==> config.mk <==
export PLATFORM = sky130hd
export DESIGN_NAME = branch_sequencer
export DESIGN_NICKNAME = d
export VERILOG_FILES = /design/src/rtl/branch_sequencer.sv
export SDC_FILE = /design/constraint.sdc
export NUM_CORES = 1
export LEC_CHECK = 0
export CAP_MARGIN = 10
export CORE_MARGIN = 3
export CORE_UTILIZATION = 30
export CTS_CLUSTER_DIAMETER = 50
export CTS_CLUSTER_SIZE = 24
export DETAILED_ROUTE_END_ITERATION = 16
export DONT_BUFFER_PORTS = 1
export HOLD_SLACK_MARGIN = 0.06
export PLACE_DENSITY_LB_ADDON = 0.08
export SYNTH_ARGS = -nofsm -noshare
export SYNTH_HDL_FRONTEND = slang
export SYNTH_SLANG_ARGS = --single-unit
==> constraint.sdc <==
create_clock -name clk -period 5.2 [get_ports clk]
set_input_delay 1.56 -clock clk [delete_from_list [all_inputs] [get_ports clk]]
set_output_delay 1.56 -clock clk [all_outputs]
set_load 0.1 [all_outputs]
==> src/rtl/branch_sequencer.sv <==
// Execute-stage conditional branch sequencer: operand wait, evaluation, redirect.
// Optional BRANCH_STATS_EN adds resolved/mispredict counters.
module branch_sequencer #(
    parameter int ADDR_WIDTH = 32,
    parameter int DATA_WIDTH = 32
) (
    input  logic                  clk,
    input  logic                  rst_n,
    input  logic                  issue_valid,
    output logic                  issue_ready,
    input  logic [ADDR_WIDTH-1:0] issue_pc,
    input  logic [12:0]           issue_imm,
    input  logic [2:0]            issue_funct3,
    input  logic                  issue_pred_taken,
    input  logic [DATA_WIDTH-1:0] rs1_data,
    input  logic [DATA_WIDTH-1:0] rs2_data,
    input  logic                  rs1_valid,
    input  logic                  rs2_valid,
    input  logic                  flush,
    output logic                  redirect_valid,
    input  logic                  redirect_ready,
    output logic [ADDR_WIDTH-1:0] redirect_pc,
    output logic                  resolve_valid,
    output logic                  resolve_taken,
    output logic                  resolve_mispredict,
    output logic                  exc_illegal,
    output logic                  exc_misaligned,
    output logic [31:0]           stat_branches,
    output logic [31:0]           stat_mispredicts
);

    typedef enum logic [1:0] {
        IDLE,
        WAIT_OPS,
        REDIRECT
    } state_t;

    state_t state, state_nx;

    logic [ADDR_WIDTH-1:0] pc_q;
    logic [12:0]           imm_q;
    logic [2:0]            f3_q;
    logic                  pred_q;

    logic [ADDR_WIDTH-1:0] target, fall;
    logic                  cond, illegal;
    logic                  res_nx, ill_nx, mis_nx, latch_rpc;

    assign target = pc_q + {{(ADDR_WIDTH-13){imm_q[12]}}, imm_q};
    assign fall   = pc_q + {{(ADDR_WIDTH-3){1'b0}}, 3'd4};

    assign issue_ready = (state == IDLE);

    always_comb begin
        cond    = 1'b0;
        illegal = 1'b0;
        case (f3_q)
            3'd0:    cond = (rs1_data == rs2_data);
            3'd1:    cond = (rs1_data != rs2_data);
            3'd4:    cond = ($signed(rs1_data) < $signed(rs2_data));
            3'd5:    cond = ($signed(rs1_data) >= $signed(rs2_data));
            3'd6:    cond = (rs1_data < rs2_data);
            3'd7:    cond = (rs1_data >= rs2_data);
            default: illegal = 1'b1;
        endcase
    end

    always_comb begin
        state_nx  = state;
        res_nx    = 1'b0;
        ill_nx    = 1'b0;
        mis_nx    = 1'b0;
        latch_rpc = 1'b0;
        case (state)
            IDLE: begin
                if (issue_valid) state_nx = WAIT_OPS;
            end
            WAIT_OPS: begin
                if (rs1_valid && rs2_valid) begin
                    state_nx = IDLE;
                    if (illegal) begin
                        ill_nx = 1'b1;
                    end else if (cond && target[1:0] != 2'b00) begin
                        mis_nx = 1'b1;
                    end else begin
                        res_nx = 1'b1;
                        if (cond != pred_q) begin
                            latch_rpc = 1'b1;
                            state_nx  = REDIRECT;
                        end
                    end
                end
            end
            REDIRECT: begin
                if (redirect_ready) state_nx = IDLE;
            end
            default: state_nx = IDLE;
        endcase
        // A kill overrides every transition and every event of this cycle.
        if (flush) begin
            state_nx  = IDLE;
            res_nx    = 1'b0;
            ill_nx    = 1'b0;
            mis_nx    = 1'b0;
            latch_rpc = 1'b0;
        end
    end

    always_ff @(posedge clk or negedge rst_n) begin
        if (!rst_n) begin
            state  <= IDLE;
            pc_q   <= '0;
            imm_q  <= '0;
            f3_q   <= '0;
            pred_q <= 1'b0;
        end else begin
            state <= state_nx;
            if (state == IDLE && issue_valid && !flush) begin
                pc_q   <= issue_pc;
                imm_q  <= issue_imm;
                f3_q   <= issue_funct3;
                pred_q <= issue_pred_taken;
            end
        end
    end

    always_ff @(posedge clk or negedge rst_n) begin
        if (!rst_n) begin
            resolve_valid      <= 1'b0;
            resolve_taken      <= 1'b0;
            resolve_mispredict <= 1'b0;
            exc_illegal        <= 1'b0;
            exc_misaligned     <= 1'b0;
            redirect_valid     <= 1'b0;
            redirect_pc        <= '0;
        end else begin
            resolve_valid      <= res_nx;
            resolve_taken      <= res_nx & cond;
            resolve_mispredict <= res_nx & (cond != pred_q);
            exc_illegal        <= ill_nx;
            exc_misaligned     <= mis_nx;
            redirect_valid     <= (state_nx == REDIRECT);
            if (latch_rpc) redirect_pc <= cond ? target : fall;
        end
    end

`ifdef BRANCH_STATS_EN
    always_ff @(posedge clk or negedge rst_n) begin
        if (!rst_n) begin
            stat_branches    <= '0;
            stat_mispredicts <= '0;
        end else if (resolve_valid) begin
            stat_branches <= stat_branches + 32'd1;
            if (resolve_mispredict) stat_mispredicts <= stat_mispredicts + 32'd1;
        end
    end
`else
    assign stat_branches    = '0;
    assign stat_mispredicts = '0;
`endif

endmodule

==> reports/results.tsv <==
metric	value	unit
HPWL Detailed	13940	um
share of layout cells above drive strength 1	0.1524	
WL final	17530	um
clock sink count	89	
crit-path cells	inv_1 -> ha_1 -> nand2_1 -> or4_1 -> or4_4 -> xor2_1 -> o21ai_2 -> o211ai_2 -> or3_4 -> nor2_4 -> buf_4 -> and3_1 -> mux2i_1	
design area	7605	um^2
Clock Latency Late Sink	0.35	ns
Seq/Total Area, Yosys	0.3116	
drt pass-1 iters	4	
Leakage	3.451	nW
power share of the sequential group	0.443	
Fillers	2397	
Cells after Synth	728	
ys async rst share	1.000	
initial antenna violation count	1	
maximum capacitance violations	0	
Slew Limit Fails	0	
initial DRC count	175	
multi-input logic area	4439	um^2
startpoint types	primary input	
combinational share of power	0.383	
Clk network pwr share	0.174	
Crit Reg-Reg Startpoint	pc_q[0]$_DFFE_PN0P_	
gr usage total	0.1337	
root buffer cell	clkbuf_16	
mean post-synth cell area	9.819	um^2
highest clock rate	220.1	MHz
total grt overflow	0	
Final Hold Fails	0	
DRC Markers	0	
Psw	0.002112	W
clock slew at reported path FFs	0.06	ns
DP Area	7281	um^2
main flop type after synthesis	dfrtp_1	
WS Path Type	primary input to flip-flop	
first-pass GRT wire length	27740	um
RePlAce Congestion	0.7947	
Netlist cell types	67	
Total Neg Setup Slack	0	ns
post-layout minimum cycle time	4.543	ns
die footprint	25720	um^2
Yosys reg bits	89	
Die W	160.4	um
Least-Margin Pin Slew	1.065	ns
pwr/cell area	536.4	nW/um^2
Cell Area, Synth	7148	um^2
wire per inst	16.71	um
FP Rows	55	
Final Util	0.3299	
Initial Util	0.3101	
maximum number of pins on one net before global-route repair	90	
internal power	0.001967	W
fin nets	915	
cell taking the most area after synthesis	dfrtp_1	
vias per cell	4.829	
number of top-level pins	223	
Tcrit/Tclk final	0.8737	
Synth-to-Final Area Change	6.389	%
TritonCTS clock tree	yes	
vias in the first global route	5133	
Critical Path Max Stage Delay	0.57	ns
Crit. End Element	flip-flop	
hold path start	imm_q[11]$_DFFE_PN0P_	
Max Root-Sink Buffers	2	
Num CTS Buffers	9	
post-synth top area share	0.3116	
die extent in y	160.4	um
post-CTS sizing	0	
Setup Buffers After CTS	0	
H-tree Lvls	3	
CP Max Fanout	19	
Sw Ratio	0.5178	
outcome	finished clean	
IO Port Bufs	0	
RSZ-0062 raised after global routing	false	
headroom to the max-slew limit	0.2895	
core area	23050	um^2
CP arrival	4.80	ns
cts hold-fix bufs	0	
CP max-delay cell	or4_1	
crit path from	rs2_data[21]	
Post-synth EDFFs	0	
WP data required	5.45	ns
Max VDD drop	0.0002905	V
Hold Path Class	flip-flop to flip-flop	
routed vias	5066	
Clock Skew	0.01145	ns
Routed Antenna Nets	0	
register area	2227	um^2
Synth Warn #	0	
Final setup violation count	0	
top cells by area, synth	dfrtp_1, ha_1, mux2_2, buf_4, mux2_4	
-- layer usage --
metal,vias to the layer above,share of wire,track usage
li1,2490,-,-
met1,2408,0.45,0.1700
met2,153,0.47,0.2235
met3,15,0.063,0.04024
met4,0,0.012,0.03195
met5,-,0,0
-- kinds of logic after synthesis --
group	count (synthesis)	synth area share
muxes	96	0.1595
xor gates and xnor gates	55	0.06739
DFF	89	0.3116
AOI/OAI and AO/OA	124	0.1136
adders and majority gates	65	0.1148
other	1	0.0005246
and+or+nand+nor	177	0.1299
buffers and inverters	121	0.1027
-- layout by cell type (no fill, tap or decap), types with 23 or more instances in the layout --
master / netlist / layout
o21ai_0: 28 / 28
a21oi_1: 33 / 33
conb_1: 1 / 64
ha_1: 64 / 64
nor2_1: 25 / 24
dfrtp_1: 89 / 89
mux2_4: 23 / 23
inv_1: 42 / 42
xor2_1: 29 / 29
nand2_1: 46 / 46
nand3_1: 29 / 29
xnor2_1: 26 / 26
mux2_2: 50 / 50
-- cells in the mapped netlist (all sizes together), types with 13 or more instances --
cell and count:
nand2 46, buf 71, nand3 29, nor3 15, mux2 74, ha 64, xnor2 26, nor2 26
xor2 29, inv 42, a21o 13, a21oi 33, dfrtp 89, o21ai 35, nand4 16, mux2i 22
-- sequential cells by signal, indices dropped and copies added, names as in the netlist --
name and flops:
pc_q 32, redirect_pc 32, imm_q 13, f3_q 3, state 2, exc_illegal 1, exc_misaligned 1, pred_q 1
redirect_valid 1, resolve_mispredict 1, resolve_taken 1, resolve_valid 1
-- power by group through the flow --
stage                     registers (W)  clock network (W)  logic (W)
after global placement          0.00183                  0    0.00156
after CTS                       0.00182           0.000737    0.00158
after detailed placement        0.00183                  0    0.00157
after floorplan                 0.00174                  0    0.00136
final                           0.00181           0.000709    0.00156
after global routing            0.00185           0.000767    0.00173
-- critical path, delay by kind of cell --
family          cells  cell delay [ns]
compound gates      2             0.25
xor+xnor            1             0.16
mux                 1             0.24
buf+inv             2             0.29
simple gates        6             2.00
fa+ha+maj           1             0.28
-- final cells by class --
cell class	instances	area share
multi-input cells	581	0.5837
flip-flops and latches	89	0.2929
well taps	313	0.05150
clock buffers	11	0.03192
inverters	42	0.02073
clock inverters	5	0.01037
repair buffers	7	0.008555
diodes	1	0.0003291
-- final timing paths --
check                                               endpoint  slack, ns  depth (start not counted)
worst max-delay path             redirect_pc[29]$_DFFE_PN0P_       0.66                         13
worst min-delay path                   imm_q[11]$_DFFE_PN0P_       0.52                          1
worst max register to register   redirect_pc[24]$_DFFE_PN0P_       1.60                         11
worst min register to register         imm_q[11]$_DFFE_PN0P_       0.52                          1
max in group asynchronous         redirect_pc[9]$_DFFE_PN0P_       4.17                          0
min in group asynchronous       resolve_mispredict$_DFF_PN0_       0.91                          0
-- through the flow --
stage | power (W) | instances | worst slack, ns | hold WS, ns
6_report | 0.004079 | 1049 | 0.6568 | 0.5191
5_1_grt | 0.004345 | 1049 | 0.4612 | 0.5424
4_1_cts | 0.004136 | 1048 | 0.6416 | 0.5334
3_5_place_dp | 0.003402 | 1032 | 0.2939 | 0.5173
3_3_place_gp | 0.003389 | 1032 | 0.3825 | 0.5142
2_1_floorplan | 0.003101 | 791 | 0.5827 | 0.4682
No activity file was read; power rests on OpenSTA's default activity.
